### src/rtl/muldiv_if.sv
// Handshake and data bundle between the EX stage and the multi-cycle M-extension unit.
`timescale 1ns/1ps
interface muldiv_if #(
  parameter int XLEN = 32
);
  logic            start;
  logic            abort;
  logic [4:0]      select;
  logic [XLEN-1:0] data1;
  logic [XLEN-1:0] data2;
  logic [XLEN-1:0] result;
  logic            busy;
  logic            valid;

  // Pipeline side issues operations and consumes results.
  modport master (
    output start, abort, select, data1, data2,
    input  result, busy, valid
  );

  // Execute unit side.
  modport slave (
    input  start, abort, select, data1, data2,
    output result, busy, valid
  );
endinterface

### src/rtl/muldiv_unit.sv
// Multi-cycle RV32M execute unit: registered multiply, iterative radix-2
// restoring divide, start/busy/valid handshake with abort.
`timescale 1ns/1ps
module muldiv_unit #(
  parameter int XLEN       = 32,
  parameter int MUL_CYCLES = 2
) (
  input  logic     clk,
  input  logic     reset,   // synchronous, active-low
  muldiv_if.slave  bus
);

  localparam int CW = $clog2(XLEN);
  localparam logic [CW-1:0]   MUL_CNT_INIT = CW'(MUL_CYCLES - 1);
  localparam logic [CW-1:0]   DIV_CNT_INIT = CW'(XLEN - 1);
  localparam logic [XLEN-1:0] MOST_NEG     = {1'b1, {(XLEN-1){1'b0}}};

  localparam logic [4:0] OP_MUL    = 5'b01011;
  localparam logic [4:0] OP_MULH   = 5'b01100;
  localparam logic [4:0] OP_MULHSU = 5'b01101;
  localparam logic [4:0] OP_MULHU  = 5'b01110;
  localparam logic [4:0] OP_DIV    = 5'b01111;
  localparam logic [4:0] OP_DIVU   = 5'b10000;
  localparam logic [4:0] OP_REM    = 5'b10001;
  localparam logic [4:0] OP_REMU   = 5'b10010;

  typedef enum logic [2:0] {S_IDLE, S_MUL, S_DIV, S_FIX, S_DONE} state_t;

  state_t          state_q, state_d;
  logic [4:0]      op_q, op_d;
  logic [XLEN-1:0] a_q, a_d, b_q, b_d;
  logic [XLEN-1:0] quo_q, quo_d, rem_q, rem_d, dvs_q, dvs_d;
  logic [XLEN-1:0] result_q, result_d;
  logic            q_neg_q, q_neg_d, r_neg_q, r_neg_d;
  logic [CW-1:0]   cnt_q, cnt_d;

  // Decode of the incoming request (only meaningful while idle/done).
  logic in_mul, in_div, in_signed, in_quo, in_zero, in_ovf, in_idle;
  assign in_mul    = (bus.select >= OP_MUL) && (bus.select <= OP_MULHU);
  assign in_div    = (bus.select >= OP_DIV) && (bus.select <= OP_REMU);
  assign in_signed = (bus.select == OP_DIV) || (bus.select == OP_REM);
  assign in_quo    = (bus.select == OP_DIV) || (bus.select == OP_DIVU);
  assign in_zero   = (bus.data2 == '0);
  assign in_ovf    = in_signed && (bus.data1 == MOST_NEG) && (bus.data2 == '1);
  assign in_idle   = (state_q == S_IDLE) || (state_q == S_DONE);

  // Multiplier operands: sign-extend only the operands the op treats as signed.
  logic [2*XLEN-1:0] mul_a_ext, mul_b_ext, prod;
  assign mul_a_ext = ((op_q == OP_MULH) || (op_q == OP_MULHSU)) ?
                     {{XLEN{a_q[XLEN-1]}}, a_q} : {{XLEN{1'b0}}, a_q};
  assign mul_b_ext = (op_q == OP_MULH) ?
                     {{XLEN{b_q[XLEN-1]}}, b_q} : {{XLEN{1'b0}}, b_q};
  assign prod      = mul_a_ext * mul_b_ext;

  // One restoring-divide step: bring in the next dividend bit, try to subtract.
  logic [XLEN:0] shifted, trial;
  assign shifted = {rem_q, quo_q[XLEN-1]};
  assign trial   = shifted - {1'b0, dvs_q};

  // State and datapath registers; reset clears everything including RESULT.
  always_ff @(posedge clk) begin
    if (!reset) begin
      state_q  <= S_IDLE;
      op_q     <= '0;
      a_q      <= '0;
      b_q      <= '0;
      quo_q    <= '0;
      rem_q    <= '0;
      dvs_q    <= '0;
      result_q <= '0;
      q_neg_q  <= 1'b0;
      r_neg_q  <= 1'b0;
      cnt_q    <= '0;
    end else begin
      state_q  <= state_d;
      op_q     <= op_d;
      a_q      <= a_d;
      b_q      <= b_d;
      quo_q    <= quo_d;
      rem_q    <= rem_d;
      dvs_q    <= dvs_d;
      result_q <= result_d;
      q_neg_q  <= q_neg_d;
      r_neg_q  <= r_neg_d;
      cnt_q    <= cnt_d;
    end
  end

  // Next-state logic; abort overrides everything and returns to idle.
  always_comb begin
    state_d = state_q;
    case (state_q)
      S_IDLE, S_DONE: begin
        if (!bus.start)                       state_d = S_IDLE;
        else if (in_mul)                      state_d = S_MUL;
        else if (in_div && !in_zero && !in_ovf) state_d = S_DIV;
        else                                  state_d = S_DONE;
      end
      S_MUL:   state_d = (cnt_q == '0) ? S_DONE : S_MUL;
      S_DIV:   state_d = (cnt_q == '0) ? S_FIX : S_DIV;
      S_FIX:   state_d = S_DONE;
      default: state_d = S_IDLE;
    endcase
    if (bus.abort) state_d = S_IDLE;
  end

  // Datapath updates: operand latch, multiply/divide progress, result write.
  always_comb begin
    op_d     = op_q;
    a_d      = a_q;
    b_d      = b_q;
    quo_d    = quo_q;
    rem_d    = rem_q;
    dvs_d    = dvs_q;
    result_d = result_q;
    q_neg_d  = q_neg_q;
    r_neg_d  = r_neg_q;
    cnt_d    = cnt_q;
    if (!bus.abort) begin
      case (state_q)
        S_IDLE, S_DONE: begin
          if (bus.start && in_idle) begin
            op_d    = bus.select;
            a_d     = bus.data1;
            b_d     = bus.data2;
            cnt_d   = in_mul ? MUL_CNT_INIT : DIV_CNT_INIT;
            quo_d   = (in_signed && bus.data1[XLEN-1]) ? -bus.data1 : bus.data1;
            dvs_d   = (in_signed && bus.data2[XLEN-1]) ? -bus.data2 : bus.data2;
            rem_d   = '0;
            q_neg_d = in_signed && (bus.data1[XLEN-1] ^ bus.data2[XLEN-1]);
            r_neg_d = in_signed && bus.data1[XLEN-1];
            // Short-circuit cases complete on the accepting edge.
            if (!in_mul) begin
              if (!in_div)      result_d = '0;
              else if (in_zero) result_d = in_quo ? '1 : bus.data1;
              else if (in_ovf)  result_d = in_quo ? bus.data1 : '0;
            end
          end
        end
        S_MUL: begin
          if (cnt_q == '0)
            result_d = (op_q == OP_MUL) ? prod[XLEN-1:0] : prod[2*XLEN-1:XLEN];
          else
            cnt_d = cnt_q - CW'(1);
        end
        S_DIV: begin
          if (!trial[XLEN]) begin
            rem_d = trial[XLEN-1:0];
            quo_d = {quo_q[XLEN-2:0], 1'b1};
          end else begin
            rem_d = shifted[XLEN-1:0];
            quo_d = {quo_q[XLEN-2:0], 1'b0};
          end
          if (cnt_q != '0) cnt_d = cnt_q - CW'(1);
        end
        S_FIX: begin
          if ((op_q == OP_DIV) || (op_q == OP_DIVU))
            result_d = q_neg_q ? -quo_q : quo_q;
          else
            result_d = r_neg_q ? -rem_q : rem_q;
        end
        default: ;
      endcase
    end
  end

  // Output decode from state.
  always_comb begin
    bus.busy   = (state_q == S_MUL) || (state_q == S_DIV) || (state_q == S_FIX);
    bus.valid  = (state_q == S_DONE);
    bus.result = result_q;
  end

endmodule

### src/flat_wrapper.sv
// flat-port wrapper written by rule: the top's interface ports become plain ports
module muldiv_unit_flat 
#(
  parameter int XLEN       = 32,
  parameter int MUL_CYCLES = 2
)
  (clk, reset, bus_start, bus_abort, bus_select, bus_data1, bus_data2, bus_result, bus_busy, bus_valid);
  muldiv_if #(.XLEN(XLEN)) bus_i ();
  input  logic clk;
  input  logic reset;
  input wire logic [$bits(bus_i.start)-1:0] bus_start;
  input wire logic [$bits(bus_i.abort)-1:0] bus_abort;
  input wire logic [$bits(bus_i.select)-1:0] bus_select;
  input wire logic [$bits(bus_i.data1)-1:0] bus_data1;
  input wire logic [$bits(bus_i.data2)-1:0] bus_data2;
  output wire logic [$bits(bus_i.result)-1:0] bus_result;
  output wire logic [$bits(bus_i.busy)-1:0] bus_busy;
  output wire logic [$bits(bus_i.valid)-1:0] bus_valid;
  assign bus_i.start = bus_start;
  assign bus_i.abort = bus_abort;
  assign bus_i.select = bus_select;
  assign bus_i.data1 = bus_data1;
  assign bus_i.data2 = bus_data2;
  assign bus_result = bus_i.result;
  assign bus_busy = bus_i.busy;
  assign bus_valid = bus_i.valid;
  muldiv_unit #(.XLEN(XLEN), .MUL_CYCLES(MUL_CYCLES)) u_core (.clk(clk), .reset(reset), .bus(bus_i));
endmodule
### config.mk
export PLATFORM = sky130hd
export DESIGN_NAME = muldiv_unit_flat
export DESIGN_NICKNAME = d
export VERILOG_FILES = /design/src/rtl/muldiv_if.sv /design/src/rtl/muldiv_unit.sv /design/src/flat_wrapper.sv
export SDC_FILE = /design/constraint.sdc
export NUM_CORES = 2
export LEC_CHECK = 0
export BUFFER_PORTS_ARGS = -buffer_cell sky130_fd_sc_hd__buf_2
export CAP_MARGIN = 20
export CORE_ASPECT_RATIO = 2
export CORE_MARGIN = 4
export CORE_UTILIZATION = 66
export CTS_CLUSTER_SIZE = 14
export DETAILED_ROUTE_END_ITERATION = 8
export PLACE_DENSITY = 0.83
export SLEW_MARGIN = 15
export SYNTH_ARGS = -nofsm -noshare
export SYNTH_HDL_FRONTEND = slang
export SYNTH_SLANG_ARGS = --single-unit
### constraint.sdc
create_clock -name clk -period 27.2 [get_ports clk]
set_clock_uncertainty 0.1 [all_clocks]
set_input_delay 2.72 -clock clk [delete_from_list [all_inputs] [get_ports clk]]
set_output_delay 2.72 -clock clk [all_outputs]
set_load 0.02 [all_outputs]
==> reports/results.ini <==
[worst_setup_path]
crit_path_start = u_core.op_q[4]
reg2reg_from = u_core.op_q[4]
endpoint_kind = flip-flop
critPathTopFamily = adder cells
slowest_delay_ps = 980
path_max_fanout = 32
ff2ff_path_depth = 29
path_common_cell = fa_1
worstPathRequired_ps = 27560
crit_type = reg -> reg
rrSetupSlack_ps = 16630
critPathBufInv = 4
slowest_stage = fa_1
worst_ep_arrival_time_ps = 10930
startpoint_type = flip-flop
critical_path_depth = 29

[placed_design]
hpwl_um = 154000
gp_congestion = 1.02
portBuffers = 106
post-place-ws_ps = 16750
dpl.cell_count = 7889

[logic_synthesis]
synth_xor_xnor_area_share = 0.0381
syn_area_um2 = 60500
netlist_instances = 6889
synth-seq-area-share = 0.0682
synth-main-ff-cell = dfxtp_1
syn_nets = 8728
ys_warn_count = 0
synthArstFlopShare = 0
synthMuxAreaShare = 0.00497
syn_area_per_cell_um2 = 8.78
synth-seq-cells = 206
synth_top_family_by_area = adder cells
synth_compound_area_frac = 0.0843
yosys.area_share.adder = 0.542
synth_simple_gate_area_share = 0.141
yosysUniqueCellTypes = 73
synth-edff-count = 0

[sta]
grt_setup_unrepaired = no
fin_crit_ps = 10570
worst_slack_ps = 16630
setup_viol = 0
fin_crit_sh = 0.389
worst_pin_slew_ps = 1170
hold_ws_ps = 353
fin_tns_setup_ps = 0
max_freq_mhz = 94.6
slew_headroom = 0.217
hold_viol = 0
slew_viol_final = 0

[final_layout]
fin_cells = 7931
final_common_cell = inv_1
finish.utilization = 0.690
final_cell_mix = inv_1 (1573), fa_1 (1420), nand2_1 (1020)
finalNetCount = 8567
multiInputGateArea_um2 = 49100
regArea_um2 = 4140
drive_gt1_frac = 0.0399
syn_to_final_growth_pct = 3.36
nFillCells = 7258

[hold_path]
hp-class = reg -> reg
worstHoldStart = u_core.a_q[27]
hold_depth = 2

[clocking]
postCtsHoldBufs = 0
cts_sinks = 206
postCtsSetupRepairBufs = 0
cts_made_buffers = 22
ctsResizeCount = 0
clkSlewWorstSetupHoldPaths_ps = 70
clk_latency_ps = 540
clockBufferDepth = 3
cts_tree = built
root_buffer = clkbuf_16
htree_levels = 1

[route]
antenna_left = 0
wl_per_cell_um = 24.4
wl_met1_um = 56900
vias_per_cell = 6.13
firstDrtPassIters = 6
dr.max_layer_used = met5
vias = 48600
drt_iter0_markers = 3943
drt-total-wl_um = 194000
dr_wl_met3_um = 14700
drcViolationCount = 0
wl_met2_um = 97000

[status]
status = complete, no violations

[floorplan]
ios = 107
core_area_um2 = 90600
start_util = 0.668
die_w_um = 222
fp.dieH_um = 436
dieArea_um2 = 96800
rows = 156

[global_route]
grt_pass1_vias = 54500
antenna_found_initial = 5
grt_usage = 0.408
grt_overflow_total = 0
grt_pass1_wl_um = 301000
grt_max_degree = 112

[power]
ir_drop_v = 0.0000494
p_per_area_nw_per_um2 = 17.8
leakage_nw = 31.1

[flow_run]
cap_viol_max_count = 0

[tightest hold or removal path: cells and delay by family (launching register included)]
family             cells  cell delay, ps
DFF                    1             310
and+or+nand+nor        1              50
AOI/OAI and AO/OA      1              50
[synthesized netlist by cell type (all sizes together), types with 19 or more instances]
cell,n,share of area
mux2i,30,0.0050
nor3,29,0.0024
nand4,30,0.0031
o21bai,21,0.0026
nor2b,28,0.0029
fa,1420,0.47
nand2b,27,0.0028
a21o,58,0.0072
and2,391,0.040
o211ai,19,0.0024
clkbuf,350,0.022
ha,346,0.072
a21oi,315,0.026
nand3,35,0.0029
nand2,1021,0.063
xor2,99,0.014
or3,22,0.0024
nor2,204,0.013
xnor2,164,0.024
dfxtp,206,0.068
a31oi,22,0.0023
a211oi,66,0.0082
o31ai,37,0.0046
inv,1574,0.098
o21ai,162,0.013
[routing by layer]
layer / vias to the layer above / track usage
met5: - / 0
met4: 4 / 0.387
met3: 1321 / 0.0721
met2: 2770 / 0.701
met1: 24200 / 0.413
li1: 20300 / -
[registers in the layout, summed over array words and instances (netlist names)]
register	flops
u_core.a_q	32
u_core.b_q	31
u_core.bus.result	32
u_core.cnt_q	5
u_core.dvs_q	32
u_core.op_q	5
u_core.q_neg_q	1
u_core.quo_q	32
u_core.r_neg_q	1
u_core.rem_q	32
u_core.state_q	3
[worst paths after layout]
check | end
worst max-delay path | u_core.bus.result[31]
worst min-delay path | u_core.a_q[27]
worst max register to register | u_core.bus.result[31]
worst min register to register | u_core.a_q[27]
[area by class of cell]
cell class                 instances  share of cell area
clock buffer                      29             0.00987
sequential                       206              0.0663
multi-input combinational       4741               0.785
tap                             1185              0.0237
inverter                        1574              0.0946
clock inverter                     9             0.00216
timing repair buffer             183              0.0177
antenna                            4            0.000160
[per-stage QoR]
stage	cell area, um2	power (mW)
after floorplan	60500	0.614
after global placement	61700	0.769
after detailed placement	61700	0.777
after CTS	62500	1.10
after global routing	62500	1.16
final	62500	1.11
[where the power goes]
part	internal [mW]	total, mW	switching, mW
clock network	0.188	0.321	0.133
logic	0.143	0.450	0.307
registers	0.317	0.341	0.0239
total	0.648	1.11	0.464
[logic make-up (layout without fill, tap and decap cells)]
group / count (synthesis) / after routing
other cells: 0 / 4
fa+ha+maj: 1770 / 1770
flops: 206 / 206
buf+inv: 1942 / 1795
compound gates: 826 / 826
xor+xnor: 263 / 263
mux: 30 / 30
simple gates: 1852 / 1852
Power figures use the tool's default switching activity.
